## src/rtl/serial_pkg.sv

```systemverilog
// Shared state encoding and elaboration helpers for the serial deserializer.
package serial_pkg;

  typedef enum logic [1:0] {
    ST_IDLE  = 2'd0,
    ST_SHIFT = 2'd1
  } state_e;

  function automatic int clog2(input int value);
    int result;
    result = 0;
    while ((1 << result) < value) begin
      result = result + 1;
    end
    return result;
  endfunction

endpackage

```

## src/rtl/deser_shift_reg.sv

```systemverilog
// WIDTH-bit serial-in shift register; shifted_o is the next-state value
// including the bit presented this cycle, so a completed word is usable immediately.
module deser_shift_reg #(
  parameter int WIDTH     = 8,
  parameter bit MSB_FIRST = 1'b0
) (
  input  logic             clock,
  input  logic             reset,
  input  logic             clear_i,
  input  logic             enable_i,
  input  logic             serial_i,
  output logic [WIDTH-1:0] shifted_o
);

  logic [WIDTH-1:0] data_q;
  logic [WIDTH-1:0] data_d;

  generate
    if (MSB_FIRST) begin : g_msb_first
      assign shifted_o = {data_q[WIDTH-2:0], serial_i};
    end else begin : g_lsb_first
      assign shifted_o = {serial_i, data_q[WIDTH-1:1]};
    end
  endgenerate

  always_comb begin
    data_d = data_q;
    if (clear_i) begin
      data_d = '0;
    end else if (enable_i) begin
      data_d = shifted_o;
    end
  end

  always_ff @(posedge clock) begin
    if (!reset) begin
      data_q <= '0;
    end else begin
      data_q <= data_d;
    end
  end

endmodule

```

## src/rtl/serial_deserializer.sv

```systemverilog
// Serial-in, parallel-out receiver with a double-buffered holding register
// and valid/ready output handshake; sticky overrun when a finished word is dropped.
module serial_deserializer
  import serial_pkg::*;
#(
  parameter int  WIDTH     = 8,
  parameter bit  MSB_FIRST = 1'b0,
  localparam int CNT_W     = clog2(WIDTH)
) (
  input  logic             clock,
  input  logic             reset,
  input  logic             start,
  input  logic             serial_in,
  input  logic             serial_en,
  input  logic             data_ready,
  input  logic             clear_overrun,
  output logic [WIDTH-1:0] data_out,
  output logic             data_valid,
  output logic             busy,
  output logic [CNT_W-1:0] bit_count,
  output logic             overrun
);

  localparam logic [CNT_W-1:0] LAST_BIT = CNT_W'(WIDTH - 1);

  state_e           state_q, state_d;
  logic [CNT_W-1:0] cnt_q, cnt_d;
  logic [WIDTH-1:0] hold_q, hold_d;
  logic             valid_q, valid_d;
  logic             overrun_q, overrun_d;

  logic             sr_clear;
  logic             sr_enable;
  logic [WIDTH-1:0] sr_word;
  logic             frame_done;
  logic             accept;
  logic             overrun_set;

  deser_shift_reg #(
    .WIDTH    (WIDTH),
    .MSB_FIRST(MSB_FIRST)
  ) u_shift (
    .clock    (clock),
    .reset    (reset),
    .clear_i  (sr_clear),
    .enable_i (sr_enable),
    .serial_i (serial_in),
    .shifted_o(sr_word)
  );

  // Frame FSM and bit counter; start always wins over a coincident strobe.
  always_comb begin
    state_d    = state_q;
    cnt_d      = cnt_q;
    sr_clear   = 1'b0;
    sr_enable  = 1'b0;
    frame_done = 1'b0;
    case (state_q)
      ST_IDLE: begin
        cnt_d = '0;
        if (start) begin
          state_d  = ST_SHIFT;
          sr_clear = 1'b1;
        end
      end
      ST_SHIFT: begin
        if (start) begin
          cnt_d    = '0;
          sr_clear = 1'b1;
        end else if (serial_en) begin
          sr_enable = 1'b1;
          if (cnt_q == LAST_BIT) begin
            frame_done = 1'b1;
            cnt_d      = '0;
            state_d    = ST_IDLE;
          end else begin
            cnt_d = cnt_q + CNT_W'(1);
          end
        end
      end
      default: begin
        state_d = ST_IDLE;
        cnt_d   = '0;
      end
    endcase
  end

  // Holding register: a finished word lands only if the slot is free or being
  // drained this same cycle; otherwise it is dropped and flagged.
  always_comb begin
    accept      = valid_q & data_ready;
    hold_d      = hold_q;
    valid_d     = valid_q;
    overrun_set = 1'b0;
    if (frame_done) begin
      if (!valid_q || accept) begin
        hold_d  = sr_word;
        valid_d = 1'b1;
      end else begin
        overrun_set = 1'b1;
      end
    end else if (accept) begin
      valid_d = 1'b0;
    end

    overrun_d = overrun_q;
    if (overrun_set) begin
      overrun_d = 1'b1;
    end else if (clear_overrun) begin
      overrun_d = 1'b0;
    end
  end

  always_ff @(posedge clock) begin
    if (!reset) begin
      state_q   <= ST_IDLE;
      cnt_q     <= '0;
      hold_q    <= '0;
      valid_q   <= 1'b0;
      overrun_q <= 1'b0;
    end else begin
      state_q   <= state_d;
      cnt_q     <= cnt_d;
      hold_q    <= hold_d;
      valid_q   <= valid_d;
      overrun_q <= overrun_d;
    end
  end

  assign data_out   = hold_q;
  assign data_valid = valid_q;
  assign busy       = (state_q == ST_SHIFT);
  assign bit_count  = cnt_q;
  assign overrun    = overrun_q;

endmodule

```

## config.mk

```make
export PLATFORM = sky130hd
export DESIGN_NAME = serial_deserializer
export DESIGN_NICKNAME = d
export VERILOG_FILES = /design/src/rtl/serial_pkg.sv /design/src/rtl/deser_shift_reg.sv /design/src/rtl/serial_deserializer.sv
export SDC_FILE = /design/constraint.sdc
export NUM_CORES = 1
export LEC_CHECK = 0
export BUFFER_PORTS_ARGS = -buffer_cell sky130_fd_sc_hd__buf_4
export CORE_ASPECT_RATIO = 1.1
export CORE_MARGIN = 10
export CORE_UTILIZATION = 45
export CTS_BUF_LIST = sky130_fd_sc_hd__clkbuf_16
export DETAILED_ROUTE_END_ITERATION = 7
export GPL_TIMING_DRIVEN = 0
export PLACE_DENSITY = 0.72
export SLEW_MARGIN = 20
export SYNTH_ARGS = -nofsm -noshare
export SYNTH_HDL_FRONTEND = slang
export SYNTH_HIERARCHICAL = 1
export SYNTH_SLANG_ARGS = --single-unit
```

## constraint.sdc

```tcl
create_clock -name clock -period 1.2 [get_ports clock]
set_input_delay 0.06 -clock clock [delete_from_list [all_inputs] [get_ports clock]]
set_output_delay 0.06 -clock clock [all_outputs]
set_load 0.02 [all_outputs]
```

# Word level (Yosys, flattened, before mapping)

Index checks and enable logic that the tools add are counted.

Flip-flop bits (word level): 23
Latch bits: 0
Bits in writable memories: 0
ROM bits: 0
Input port bits: 7
Output and inout bits: 14
Word-level logic and storage cells: 50
Memories: 0

Add/subtract/negate cells: 1
Multiply operators: 0
Divide/modulo/power cells: 0
Order comparisons: 0
Equality and inequality tests: 7
Shifts and indexed selects: 0
Multiplexer cells: 22
Bitwise operators: 3
Reductions and logical operators: 11

Operators with widths:

| cell                                                   | count |
|---|---|
| two-way mux 1 bit                                      | 16 |
| two-way mux 2 bit                                      | 4 |
| inequality test 2 bit (second input constant)          | 3 |
| inequality test 2 x 1 -> 1 bit (second input constant) | 2 |
| case mux 2 bit (2 select lines)                        | 1 |
| AND reduction 2 bit                                    | 2 |
| AND reduction 4 bit                                    | 1 |
| nonzero test 2 bit                                     | 2 |
| OR reduction 2 bit                                     | 2 |
| adder 3 x 1 -> 3 bit (second input constant)           | 1 |
| == test 3 bit (second input constant)                  | 1 |
| two-way mux 3 bit                                      | 1 |
| OR reduction 3 bit                                     | 1 |
| == test 2 x 1 -> 1 bit (second input constant)         | 1 |
| logical NOT 2 bit                                      | 1 |
| NOT 1 bit                                              | 2 |
| AND 1 bit                                              | 1 |
| logical NOT 1 bit                                      | 1 |
| logical OR 1 bit                                       | 1 |

# Depth between registers and ports, before layout

Gate-level depths: netlist (run 1).

Depth after elaboration: 7
Gate-level depth with buffers: 6
Depth with buffers taken out: 5

# Modules after synthesis

Netlist (run 1), hierarchy kept.

Modules (own cells, without submodules):

| module              | instances | cells each | area an instance (sq um) | seq. area each (sq um) |
|---|---|---|---|---|
| serial_deserializer | 1         | 62         | 591.8                    | 280.3 |
| deser_shift_reg     | 1         | 24         | 261.5                    | 140.1 |

# Least setup slack after synthesis (run 1)

No wires, ideal clock.

Kind: flip-flop to flip-flop
From: register cnt_q[0], in the netlist bit_count[0]
To: register hold_q[0], in the netlist data_out[0]
Setup time: 0.072 ns
Arrival: 1.395 ns
Data required time: 1.128 ns
Slack: -0.266 ns
Stages on the path, launching flop included: 7
Buffers on the path: 1
Clock period less this slack: 1.466 ns
Cell sequence: dfxtp_1 ha_1 ha_1 nand4b_2 nor2b_2 buf_6 mux2i_1

Longest elaborated chain between the ends: 6

RTL lines:

| what                                 | line                       | RTL |
|---|---|---|
| from (decl)                          | serial_deserializer.sv:27  | `logic [CNT_W-1:0] cnt_q, cnt_d;` |
| from (signal assigned)               | serial_deserializer.sv:123 | `cnt_q <= cnt_d;` |
| == test 3 bit                        | serial_deserializer.sv:72  | `if (cnt_q == LAST_BIT) begin` |
| two-way mux 1 bit                    | serial_deserializer.sv:72  |  |
| two-way mux 1 bit                    | serial_deserializer.sv:70  | `end else if (serial_en) begin` |
| two-way mux 1 bit                    | serial_deserializer.sv:67  | `if (start) begin` |
| two-way mux 1 bit                    | serial_deserializer.sv:58  | `case (state_q)` |
| AND reduction 2 bit (no source line) | n/a                        |  |
| to (signal assigned)                 | serial_deserializer.sv:124 | `hold_q <= hold_d;` |
| to (decl)                            | serial_deserializer.sv:28  | `logic [WIDTH-1:0] hold_q, hold_d;` |

Every way passes these cells.
A chain may end at the register's enable or synchronous reset.

# Final worst setup path (run 1)

From: register cnt_q[0], in the netlist bit_count[0]
To: register hold_q[5], in the netlist data_out[5]

Same word-level chain as after synthesis.

==> results of run 1 <==
==> layout make-up <==
class	count	share of cell area
Sequential cell	21	0.359
Timing Repair Buffer	25	0.156
Inverter	2	0.00623
Clock inverter	1	0.00312
Multi-Input combinational cell	58	0.362
Tap cell	18	0.0187
Buffer	5	0.0322
Clock buffer	3	0.0623
==> where the power goes <==
group          total, mW  internal, mW  leakage [nW]  switching (mW)
sequential         0.702         0.697         0.172         0.00561
combinational     0.0814        0.0409         0.278          0.0405
clock              0.695         0.444        0.0423           0.251
total               1.48          1.18         0.492           0.297
==> synthesized netlist by cell type <==
master,count
nand4b_2,1
nand3b_1,1
buf_4,1
a21oi_1,2
o21ai_0,1
ha_1,2
and2_1,1
mux2i_1,17
nor3b_1,2
nor2b_2,1
nand2b_1,2
o22ai_1,1
a21boi_1,1
inv_1,2
nor2_1,10
dfxtp_1,21
buf_6,2
clkbuf_1,1
buf_2,1
nand2_1,16
==> stage by stage <==
stage          utilization  hold WS, ps  std cells  setup TNS, ps
2_1_floorplan            -          207         86           -424
3_3_place_gp         0.597          318        124           -503
3_5_place_dp         0.597          333        124           -644
4_1_cts              0.657         77.6        132           -506
5_1_grt              0.669          112        133          -1110
6_report             0.669         75.6        133           -320
==> kinds of logic (layout without fill, tap and decap cells) <==
group	Yosys count	count (layout)	synth area share
fa+ha+maj	2	2	0.0293
flops	21	21	0.493
compound gates	5	5	0.0337
buf+inv	7	36	0.0542
simple gates	34	34	0.191
mux	17	17	0.199
==> worst max-delay path by stage <==
stage               slack, ps                       from  depth (start not counted)                       end
floorplan                 -50  bit_count[1]$_SDFFE_PP0P_                          6  data_out[0]$_SDFFE_PN0P_
global placement          -70  bit_count[0]$_SDFFE_PP0P_                          6  data_out[5]$_SDFFE_PN0P_
detailed placement       -100  bit_count[0]$_SDFFE_PP0P_                          6  data_out[5]$_SDFFE_PN0P_
CTS                       -80  bit_count[1]$_SDFFE_PP0P_                          6  data_out[5]$_SDFFE_PN0P_
global route             -160  bit_count[0]$_SDFFE_PP0P_                          6  data_out[5]$_SDFFE_PN0P_
finish                    -50  bit_count[0]$_SDFFE_PP0P_                          6  data_out[5]$_SDFFE_PN0P_
==> metal layers <==
metal,wire length (microns),share of wire,GRT usage
met3,116,0.065,0.0308
met4,29,0.016,0.0587
met2,877,0.49,0.142
met5,0,0,0
met1,768,0.43,0.0888
==> state kept, by name (all words and copies together), names as in the netlist <==
signal	count
u_shift/data_q	7
bit_count	3
state_q	1
overrun	1
data_out	8
data_valid	1
==> what timing repair did <==
item,CTS,global route
gates resized for setup,0,3
pin swaps,1,2
setup buffers,4,1
setup endpoints to repair,8,17
==> worst max-delay path, delay by kind of cell, from the launching register on <==
kind,cells,cell delay (ps)
flops,1,350
fa+ha+maj,2,260
simple gates,2,220
mux,1,180
buf+inv,1,150
==> flow_summary.yaml, run 1 <==
layout:
  layout-drive-gt1-share: 0.365
  stdcell_area_sq_mm: 0.00120
  antennaDiodeCount: 0
  final_cell_mix: "buf_4, mux2i_1, dfxtp_1"
  multi_input_area_sq_um: 437
  register_area_sq_um: 433
  final_common_cell: "buf_4"
  fin_nets: 125
  fill_cells: 143
  area_growth_pct: 41.2
floorplanning:
  core_region_area_sq_mm: 0.00180
  rows: 16
  start_util: 0.474
  die_x_microns: 61.5
  die_area_sq_mm: 0.00404
  ios: 21
  die_y_microns: 65.7
synth:
  yosys-top-cells-area: "dfxtp_1, mux2i_1, nand2_1"
  syn_area_per_cell_sq_um: 9.92
  syn_inst: 86
  synth_warnings: 6
  synthesis.area_sq_um: 853
  synth_top_area_frac: 0.493
  ys_ff_latch: 21
  synth_seq_area_share: 0.493
  syn-num-nets: 95
  ys_types: 20
  synth_top_cell_by_area: "dfxtp_1"
routing:
  vias: 662
  via_per_inst: 4.98
  first_pass_iters: 4
  drtAntennaViolNets: 0
  routed_wl_microns: 1790
  drc: 0
  drt_iter0_markers: 17
  wl_per_cell_microns: 13.5
cts:
  cts_buffers: 3
  clock_latency_ps: 250
  h-tree-depth: 1
  clk_pin_slew_ps: 60
  cts_tree: "yes"
  clockRootBuffer: "clkbuf_16"
  clock_sinks: 21
  clockBufferDepth: 2
  ctsHoldBuffers: 0
sta:
  worst_slew_pin_slew_ps: 426
  max-slew-margin-rel: 0.716
  post-route-period-util: 1.04
  rsz0062_at_grt: "true"
  fin_skew_ps: 3.17
  setup_ws_ps: -50.1
  min_period_ps: 1250
  fmax_mhz: 800
  drv_slew: 0
  setup_viol: 8
  final-hold-violation-count: 0
power_and_ir_drop:
  leakagePower_nw: 0.492
  irDropWorstVdd_mv: 0.755
  power.total_mw: 1.48
  powerDensity_mw_per_mm2: 1230
setup_path:
  crit_slowest_cell: "dfxtp_4"
  rrSetupSlack_ps: -50
  timing.rr.start: "bit_count[0]$_SDFFE_PP0P_"
  worstPathCellList: "ha_4 > ha_4 > nand4b_4 > nor2b_2 > buf_6 > mux2i_1"
  critPathKind: "reg -> reg"
  rr_worst_depth: 6
  crit_required_ps: 1380
  startpoint_type: "register"
  reg2reg_to: "data_out[5]$_SDFFE_PN0P_"
  crit_path_frequent_cell: "ha_4"
  worst-path-max-fanout: 8
  max_stage_delay_ps: 350
  crit_arrival_ps: 1430
  crit_path_end_kind: "register"
global_routing:
  grt_use_total: 0.0868
  antenna_found_initial: 0
  grt_pass1_wl_microns: 2650
  grt_max_degree: 12
  grt_overflow: 0
  grt_pass1_vias: 613
min_path:
  whs_endpoint: "u_shift/data_q[7]$_SDFFE_PP0P_"
  hold_class: "in -> reg"
  worstHoldStart: "serial_in"
  hold_depth: 3
run_status:
  outcome: "complete, but fails checks"
  violations: "setup timing"
job:
  drv_cap: 0
placed_design:
  hpwl_microns: 1250
  place_area_sq_mm: 0.00107
  gp_congestion: 0.695
  dp_slack_ps: -96.2
  numPortBuffers: 20
(Power assumes the default switching activity.)
==> inputs of run 2 (changes only) <==
--- a/config.mk
+++ b/config.mk
@@ -6,14 +6,12 @@
 export NUM_CORES = 1
 export LEC_CHECK = 0
 export BUFFER_PORTS_ARGS = -buffer_cell sky130_fd_sc_hd__buf_4
-export CORE_ASPECT_RATIO = 1.1
 export CORE_MARGIN = 10
 export CORE_UTILIZATION = 45
 export CTS_BUF_LIST = sky130_fd_sc_hd__clkbuf_16
 export DETAILED_ROUTE_END_ITERATION = 7
 export GPL_TIMING_DRIVEN = 0
 export PLACE_DENSITY = 0.72
-export SLEW_MARGIN = 20
 export SYNTH_ARGS = -nofsm -noshare
 export SYNTH_HDL_FRONTEND = slang
 export SYNTH_HIERARCHICAL = 1
==> flow_summary.yaml, run 2 (same netlist as run 1, synthesis figures left out) <==
sta:
  fmax_mhz: 789
  rsz0062_at_grt: "true"
  setup_viol: 9
  drv_slew: 0
  min_period_ps: 1270
  setup_ws_ps: -67.9
  final-hold-violation-count: 0
  whs_ps: 62.8
  post-route-period-util: 1.06
  max-slew-margin-rel: 0.711
  fin_skew_ps: 2.59
  worst_slew_pin_slew_ps: 434
cts:
  clock_sinks: 21
  h-tree-depth: 1
  clockRootBuffer: "clkbuf_16"
  cts_buffers: 3
  clock_latency_ps: 250
  cts_tree: "yes"
  clockBufferDepth: 2
  clk_pin_slew_ps: 60
global_routing:
  grt_pass1_wl_microns: 3220
  grt_max_degree: 13
  grt_use_total: 0.0969
  grt_pass1_vias: 690
  grt_overflow: 0
  antenna_found_initial: 0
layout:
  fill_cells: 149
  fin_util: 0.701
  final_common_cell: "buf_4"
  fin_cells: 141
  largest_reg_flops: 8
  layout-drive-gt1-share: 0.397
  area_growth_pct: 44.9
  antennaDiodeCount: 0
  final_cell_mix: "buf_4, mux2i_1, dfxtp_1"
  multi_input_area_sq_um: 447
  register_area_sq_um: 433
  fin_nets: 126
setup_path:
  worstPathCellList: "ha_4 > ha_4 > nand4b_4 > nor2b_2 > buf_6 > mux2i_1"
  crit_required_ps: 1380
  max_stage_delay_ps: 360
  startpoint_type: "register"
  critPathKind: "reg -> reg"
  rr_worst_depth: 6
  rrSetupSlack_ps: -70
  crit_path_start: "bit_count[0]$_SDFFE_PP0P_"
  crit_path_end_kind: "register"
  timing.rr.start: "bit_count[0]$_SDFFE_PP0P_"
  worst-path-max-fanout: 8
  crit_arrival_ps: 1450
  crit_slowest_cell: "dfxtp_4"
  reg2reg_to: "data_out[6]$_SDFFE_PN0P_"
  crit_path_frequent_cell: "ha_4"
placed_design:
  hpwl_microns: 1240
  place_inst: 131
  gp_congestion: 0.709
  dp_slack_ps: -96.6
  numPortBuffers: 20
floorplanning:
  die_area_sq_mm: 0.00404
  rows: 15
  ios: 21
  die_y_microns: 63.5
  die_x_microns: 63.5
  start_util: 0.484
  core_region_area_sq_mm: 0.00176
run_status:
  outcome: "complete, but fails checks"
  violations: "setup timing"
power_and_ir_drop:
  leakagePower_nw: 0.497
  pwr-share-seq: 0.474
  swShare: 0.201
  clkPwrFrac: 0.472
  intPower_mw: 1.18
  powerDensity_mw_per_mm2: 1200
  combinationalPowerShare: 0.055
  power.switching_mw: 0.297
  irDropWorstVdd_mv: 0.896
routing:
  routed_wl_microns: 1860
  drtAntennaViolNets: 0
  drc: 0
  via_per_inst: 4.83
  vias: 681
  drt_iter0_markers: 15
  wl_per_cell_microns: 13.2
  first_pass_iters: 4
min_path:
  whs_endpoint: "u_shift/data_q[7]$_SDFFE_PP0P_"
  hold_class: "in -> reg"
  worstHoldStart: "serial_in"
  hold_depth: 3
job:
  drv_cap: 0
-- run 2: cell types whose count changed in the layout (fill, tap and decap cells not counted) --
cell / before / now
a21boi_1: 1 / 0
a21boi_2: 0 / 1
buf_6: 2 / 3
clkinv_2: 0 / 1
inv_1: 3 / 2
o22ai_1: 1 / 0
o22ai_2: 0 / 1
-- run 2: critical path, delay by kind of cell, from the launching register on --
| kind | cells | cell delay, ps |
|---|---|---|
| flip-flops | 1 | 360 |
| adder cells (fa/ha/maj) | 2 | 270 |
| AND/OR/NAND/NOR | 2 | 220 |
| multiplexers | 1 | 190 |
| buffers and inverters | 1 | 160 |
-- run 2: stage by stage --
step | power (mW) | area [sq um] | TNS, ps
global placement | 0.792 | 1080 | -513
global route | 1.53 | 1240 | -1190
detailed placement | 0.793 | 1080 | -638
floorplan | 0.759 | 902 | -424
finish | 1.48 | 1240 | -474
CTS | 1.49 | 1190 | -567
-- run 2: power groups by stage --
stage	clock network [mW]	registers [mW]	logic, mW
2_1_floorplan	0	0.721	0.0371
3_3_place_gp	0	0.718	0.0742
3_5_place_dp	0	0.718	0.0744
4_1_cts	0.713	0.703	0.0766
5_1_grt	0.738	0.702	0.0895
6_report	0.699	0.702	0.0814
-- run 2: layout make-up --
type / count / share of cell area
clock buffers: 3 / 0.0607
flip-flops and latches: 21 / 0.350
repair buffers: 26 / 0.161
plain buffers: 5 / 0.0314
clock inverters: 1 / 0.00405
well taps: 25 / 0.0253
inverters: 2 / 0.00607
multi-input cells: 58 / 0.361
-- run 2: how the worst max path moves through the flow --
stage,end,depth (start not counted)
finish,data_out[6]$_SDFFE_PN0P_,6
detailed placement,data_out[6]$_SDFFE_PN0P_,6
global placement,data_out[5]$_SDFFE_PN0P_,6
global route,data_out[5]$_SDFFE_PN0P_,6
CTS,data_out[6]$_SDFFE_PN0P_,6
floorplan,data_out[0]$_SDFFE_PN0P_,6
-- run 2: metal layers --
layer / wire, microns / GRT usage
met5: 0 / 0
met4: 39 / 0.0492
met2: 849 / 0.147
met1: 859 / 0.118
met3: 114 / 0.0318
-- run 2: timing repair --
item	in CTS	in global routing
resized for setup	0	6
setup buffers	4	2
hold buffers	0	0
pin swaps	1	1
endpoints found under the setup margin	8	17
